File: src/rtl/sb_stream_incr.sv
// Registered two-entry streaming stage: adds INCR to the low 64 data bits,
// passes all-ones terminator beats through untouched, counts packets, flags done.
module sb_stream_incr #(
  parameter int          DW   = 256,
  parameter int          AW   = 32,
  parameter logic [63:0] INCR = 64'd42,
  parameter int          CW   = 32
) (
  input  logic          clk,
  input  logic          rst,
  input  logic [DW-1:0] in_data,
  input  logic [AW-1:0] in_dest,
  input  logic          in_last,
  input  logic          in_valid,
  output logic          in_ready,
  output logic [DW-1:0] out_data,
  output logic [AW-1:0] out_dest,
  output logic          out_last,
  output logic          out_valid,
  input  logic          out_ready,
  output logic [CW-1:0] pkt_count,
  output logic          done
);

  logic          acc_in;
  logic          acc_out;
  logic          in_term;
  logic [DW-1:0] in_xform;

  logic [DW-1:0] skid_data;
  logic [AW-1:0] skid_dest;
  logic          skid_last;
  logic          skid_term;
  logic          skid_valid;
  logic          main_term;
  logic          stop;

  logic          skid_valid_n;
  logic          stop_n;

  assign acc_in  = in_valid && in_ready;
  assign acc_out = out_valid && out_ready;
  assign in_term = &in_data;

  always_comb begin
    in_xform = in_data;
    if (!in_term) in_xform[63:0] = in_data[63:0] + INCR;
  end

  // in_ready is registered from the next-state skid/stop so it is low during rst
  // and never depends combinationally on out_ready.
  always_comb begin
    skid_valid_n = skid_valid;
    if (skid_valid && acc_out)
      skid_valid_n = 1'b0;
    else if (acc_in && out_valid && !out_ready)
      skid_valid_n = 1'b1;
    stop_n = stop || (acc_in && in_term);
  end

  always_ff @(posedge clk) begin
    if (rst) begin
      in_ready   <= 1'b0;
      out_valid  <= 1'b0;
      out_data   <= '0;
      out_dest   <= '0;
      out_last   <= 1'b0;
      main_term  <= 1'b0;
      skid_valid <= 1'b0;
      skid_data  <= '0;
      skid_dest  <= '0;
      skid_last  <= 1'b0;
      skid_term  <= 1'b0;
      stop       <= 1'b0;
      done       <= 1'b0;
      pkt_count  <= '0;
    end else begin
      in_ready   <= !skid_valid_n && !stop_n;
      skid_valid <= skid_valid_n;
      stop       <= stop_n;

      if (acc_out) begin
        if (out_last)  pkt_count <= pkt_count + CW'(1);
        if (main_term) done      <= 1'b1;
        if (skid_valid) begin
          out_data  <= skid_data;
          out_dest  <= skid_dest;
          out_last  <= skid_last;
          main_term <= skid_term;
        end else begin
          out_valid <= 1'b0;
        end
      end

      // A skid drain and an input accept never coincide: in_ready is low while skid is full.
      if (acc_in) begin
        if (!out_valid || out_ready) begin
          out_valid <= 1'b1;
          out_data  <= in_xform;
          out_dest  <= in_dest;
          out_last  <= in_last;
          main_term <= in_term;
        end else begin
          skid_data <= in_xform;
          skid_dest <= in_dest;
          skid_last <= in_last;
          skid_term <= in_term;
        end
      end
    end
  end

endmodule

File: config.mk
export PLATFORM = sky130hd
export DESIGN_NAME = sb_stream_incr
export DESIGN_NICKNAME = d
export VERILOG_FILES = /design/src/rtl/sb_stream_incr.sv
export SDC_FILE = /design/constraint.sdc
export NUM_CORES = 2
export LEC_CHECK = 0
export BUFFER_PORTS_ARGS = -buffer_cell sky130_fd_sc_hd__buf_2
export CAP_MARGIN = 20
export CORE_ASPECT_RATIO = 0.8
export CORE_UTILIZATION = 26
export DETAILED_ROUTE_END_ITERATION = 8
export GPL_TIMING_DRIVEN = 1
export HOLD_SLACK_MARGIN = 0.03
export PLACE_DENSITY = 0.49
export SETUP_SLACK_MARGIN = 0.3
export SLEW_MARGIN = 20
export SYNTH_ARGS = -nofsm -noshare
export SYNTH_HDL_FRONTEND = slang
export SYNTH_SLANG_ARGS = --single-unit
File: constraint.sdc
create_clock -name clk -period 4.48 [get_ports clk]
set_input_delay 0 -clock clk [delete_from_list [all_inputs] [get_ports clk]]
set_output_delay 0 -clock clk [all_outputs]
set_load 0.03 [all_outputs]
* Word-level counts from Yosys, hierarchy flattened
Cells that the tools add are included.
** Word-level totals
- Bits of input ports :: 293
- Output and inout port bits :: 324
- Bits in registers :: 617
- Word-level logic and storage cells :: 57
** Operators by class
- Reductions and logical operators :: 17
- Bitwise gates (word level) :: 1
- Add/subtract/negate cells :: 2
- Muxes and demuxes :: 23
** Operators by type and width (count)
- $mux W256 :: 4
- $reduce_and A256 Y1 :: 1
- $mux W32 :: 4
- $add A64 B6 Y64 const B :: 1
- $mux W64 :: 1
- $add A32 B1 Y32 const B :: 1
- $mux W1 :: 14
- $logic_and A1 B1 Y1 :: 7
- $reduce_and A2 Y1 :: 3
- $logic_not A1 Y1 :: 4
- $logic_or A1 B1 Y1 :: 2
- $not A1 Y1 :: 1

* Depth between registers and ports, before layout
- Depth after elaboration :: 7
- Mapped depth :: 11
- Mapped depth without buffers :: 7

* Worst setup path before layout
No wires, ideal clock.
- Path type :: reg2reg
- Start :: register out_valid
- End :: register pkt_count[30]
- Path slack :: 2060 ps
- Path buffers :: 2
- Required time :: 4410 ps
- Clock period less this slack :: 2420 ps
- Arrival :: 2349 ps
- Setup time :: 70 ps
- Cell stages (with the launch flop) :: 9
- Path through :: dfxtp_1 -> and3_1 -> clkbuf_1 -> and4_1 -> buf_2 -> nand4_1 -> or4_1 -> or3_1 -> a21oi_1
** On the way
- Word-level cells in the longest chain between the ends :: 2
** RTL lines
- start: declaration :: line 19 : output logic out_valid,
- start signal: assignment :: line 64 : out_valid <= 1'b0;
- start signal: assignment :: line 91 : out_valid <= 1'b0;
- start signal: assignment :: line 98 : out_valid <= 1'b1;
- $logic_and A1 B1 Y1 :: line 42 : assign acc_out = out_valid && out_ready;
- $reduce_and A2 Y1 (no source line)
- end signal: assignment :: line 83 : if (out_last) pkt_count <= pkt_count + CW'(1);
- end: declaration :: line 21 : output logic [CW-1:0] pkt_count,
No other way between the ends.
A chain may end at the register's enable or synchronous reset.

* Worst setup path after layout
- Start :: input in_data[27]
- End :: register out_data[58]
** On the way
- Word-level cells in the longest chain between the ends :: 4
- Elaborated cells between the ends (all ways) :: 5
- Those cells by class :: 1 x add/sub; 3 x mux; 1 x reduce/logical
** RTL lines
- start: declaration :: line 11 : input logic [DW-1:0] in_data,
- $add A64 B6 Y64 / $reduce_and A256 Y1 (equally long branches) :: line 47, 43
- $mux W64 * :: line 47 : if (!in_term) in_xform[63:0] = in_data[63:0] + INCR;
- $mux W256 * :: line 97 : if (!out_valid || out_ready) begin
- $mux W256 * :: line 96 : if (acc_in) begin
- end signal: assignment :: line 86 : out_data <= skid_data;
- end signal: assignment :: line 99 : out_data <= in_xform;
- end: declaration :: line 16 : output logic [DW-1:0] out_data,
Mark *: on every way between the ends. The rest lies on a longest branch, timed or not.

==> flow_summary.yaml <==
run_status:
  status: "complete, no violations"
route:
  drc: 0
  routed_via_density: 5.15
  wl_per_cell_um: 22.0
  drt-total-wl_mm: 124
  vias: 29100
  drt-pass1-iter-count: 5
  drtIter0Drc: 2599
  ant_nets: 0
synth:
  synth_nets: 3762
  ys_ff_latch: 617
  ys_top_cells_by_area: "dfxtp_1 (46%), nand2_1 (15%), a311oi_1 (8.7%)"
  synth_edf_count: 0
  synth_top_flop_cell: "dfxtp_1"
  postSynthCellCount: 3467
  netlist_area_mm2: 0.0267
  yosysTopAreaCell: "dfxtp_1"
  netlist_top_cells_count: "nand2_1 (1077), dfxtp_1 (617), nor2_1 (340), a311oi_1 (265), clkbuf_1 (263)"
  avgSynthCellArea_um2: 7.69
  synth_warnings: 0
  yosysSeqAreaShare: 0.463
  synth_top_area_frac: 0.463
  yosysMostFrequentCell: "nand2_1"
  synth.distinct_cells: 54
  async_flop_share: 0
run:
  maxCapViolCount: 0
pwr:
  power_density_mw_per_mm2: 377
  ir_worst_vdd_uv: 243
  p_leak_nw: 13.8
worst_setup_path:
  endpoint_kind: "flop"
  path_class: "input pin to flop"
  r2r_cells: 7
  critPathCapture: "out_data[58]"
  cp-startpoint: "in_data[27]"
  cp.arrival_ns: 4.53
  r2r_start: "out_valid"
  cp_max_fo: 6
  reg2reg_slack_ns: 1.25
  worstPathRequired_ns: 5.06
  reg2reg_to: "skid_dest[10]"
  start_kind: "input pin"
sta:
  setup_viol: 0
  skew_ns: 0.0453
  fmax_mhz: 254
  max_slew_margin: 0.293
  hold_violations: 0
  postLayoutSetupSlackWorst_ns: 0.538
  drv_slew: 0
  hold_slack_ns: 0.115
  period_needed_ns: 3.94
  period_share: 0.880
  finalSetupTns_ns: 0
  rsz0062_at_grt: "false"
  tightest_slew_ns: 1.06
grt:
  grtUsageTotal: 0.229
  grt_max_degree: 187
  grt_pass1_vias: 26800
  overflow: 0
  grt_pass1_wl_mm: 181
  antenna_found_initial: 15
hold_path:
  hold_path_class: "input pin to flop"
  hold-path-cell-count: 6
clocking:
  numCtsBuffers: 73
  clock_latency_ns: 0.64
  cts.sinks: 617
  cts_tree: "built"
  clkTransAtPathRegs_ns: 0.06
  htree_levels: 3
  clk_root_buffer_cell: "clkbuf_16"
  cts_buffer_depth: 3
placement:
  dp_hpwl_mm: 84.4
  io_buffers: 616
  place_area_mm2: 0.0310
  place_congestion: 0.855
  dp_slack_ns: 0.698
floorplanning:
  ios: 617
  fp.dieArea_mm2: 0.104
  die_x_um: 360
  die_y_um: 288
  initial_core_util: 0.264
  core_mm2: 0.101
  rows: 104
cells_and_area:
  drive_above_1_share: 0.197
  area_growth_pct: 38.5
  fin_area_mm2: 0.0369
  nets: 4556
## repair_timing
item,CTS,global route
setup endpoints to repair,0,9
buffers inserted,0,3
hold buffers,341,0
hold endpoints to repair,605,0
gates resized for setup,0,3
## worst max-delay path, cell delays in order
cell and delay (ns):
dlygate4sd3_1 0.54, buf_2 0.17, nand4_2 0.15, dlygate4sd3_1 0.65, nor3_2 0.35, nand4_1 0.28, or4_4 0.64, o211ai_4 0.31
o31ai_1 0.10, dlygate4sd3_1 0.58, a31oi_1 0.18, dlygate4sd3_1 0.57
## state kept, by name (all words and copies together) (netlist names)
| name | cells |
|---|---|
| pkt_count | 32 |
| out_last | 1 |
| main_term | 1 |
| skid_valid | 1 |
| skid_last | 1 |
| done | 1 |
| stop | 1 |
| in_ready | 1 |
| skid_term | 1 |
| out_valid | 1 |
| out_data | 256 |
| out_dest | 32 |
| skid_data | 256 |
| skid_dest | 32 |
## worst min path at each step
stage                startpoint            end  slack [ns]
finish              in_data[28]  skid_data[34]        0.12
global route        in_dest[24]  skid_dest[24]        0.14
CTS                 in_data[28]  skid_data[34]        0.05
detailed placement  in_dest[21]  skid_dest[21]        0.26
global placement    in_dest[29]  skid_dest[29]        0.26
floorplan            in_data[1]    out_data[1]        0.11
## placed cells by master, fill, tap and decap left out, drive strengths merged, types with 5 or more instances in the layout
cell	synthesis	final
nor3b	5	5
nor4	50	50
inv	5	10
nand3	47	47
nor3	25	25
a31oi	61	61
buf	27	669
and4	30	30
o31ai	12	12
and3	44	44
or4	16	16
a211oi	21	21
xnor2	8	8
or3	30	30
dlygate4sd3	0	341
xor2	21	21
o21ai	32	32
dfxtp	617	617
clkbuf	264	108
nor2	342	342
nand4	141	141
a21oi	239	239
a31o	39	39
diode	0	6
a211o	18	18
nand2	1078	1078
clkinv	0	14
a311oi	265	265
## per-layer routing
layer  vias up  share of wire  global-route usage
met2      1032           0.45               0.357
met1     13900           0.45               0.311
met3       188          0.075              0.0564
li1      13900              -                   -
met5         -        0.00061                   0
met4        14          0.027              0.0662
## layout make-up
cell class / count / area (µm²)
well taps: 1325 / 1660
clock buffers: 108 / 2150
clock inverters: 22 / 334
inverters: 5 / 18.8
fillers: 10500 / 64200
repair buffers: 1010 / 7140
flip-flops and latches: 617 / 12400
diodes: 6 / 15.0
multi-input cells: 2554 / 13300
## metrics by stage
step | util | power [mW] | instances
floorplan | - | 6.80 | 3467
global placement | 0.306 | 7.59 | 5167
detailed placement | 0.306 | 7.58 | 5167
CTS | 0.365 | 14.1 | 5638
global route | 0.365 | 14.4 | 5645
finish | 0.365 | 13.9 | 5647
## where the power goes
part           internal [mW]  switching [mW]
combinational          0.640            1.24
clock                   3.55            2.67
sequential              5.70           0.118
## kinds of logic (layout without fill, tap and decap cells)
logic type	after synthesis	after routing	share of synthesized area
and+or+nand+nor	1823	1823	0.299
AOI/OAI and AO/OA	696	696	0.183
DFF	617	617	0.463
buffers and inverters	296	1145	0.0428
xor gates and xnor gates	29	29	0.00953
muxes	4	4	0.00150
adders and majority gates	2	2	0.000938
other	0	6	0
(Power assumes the default switching activity.)
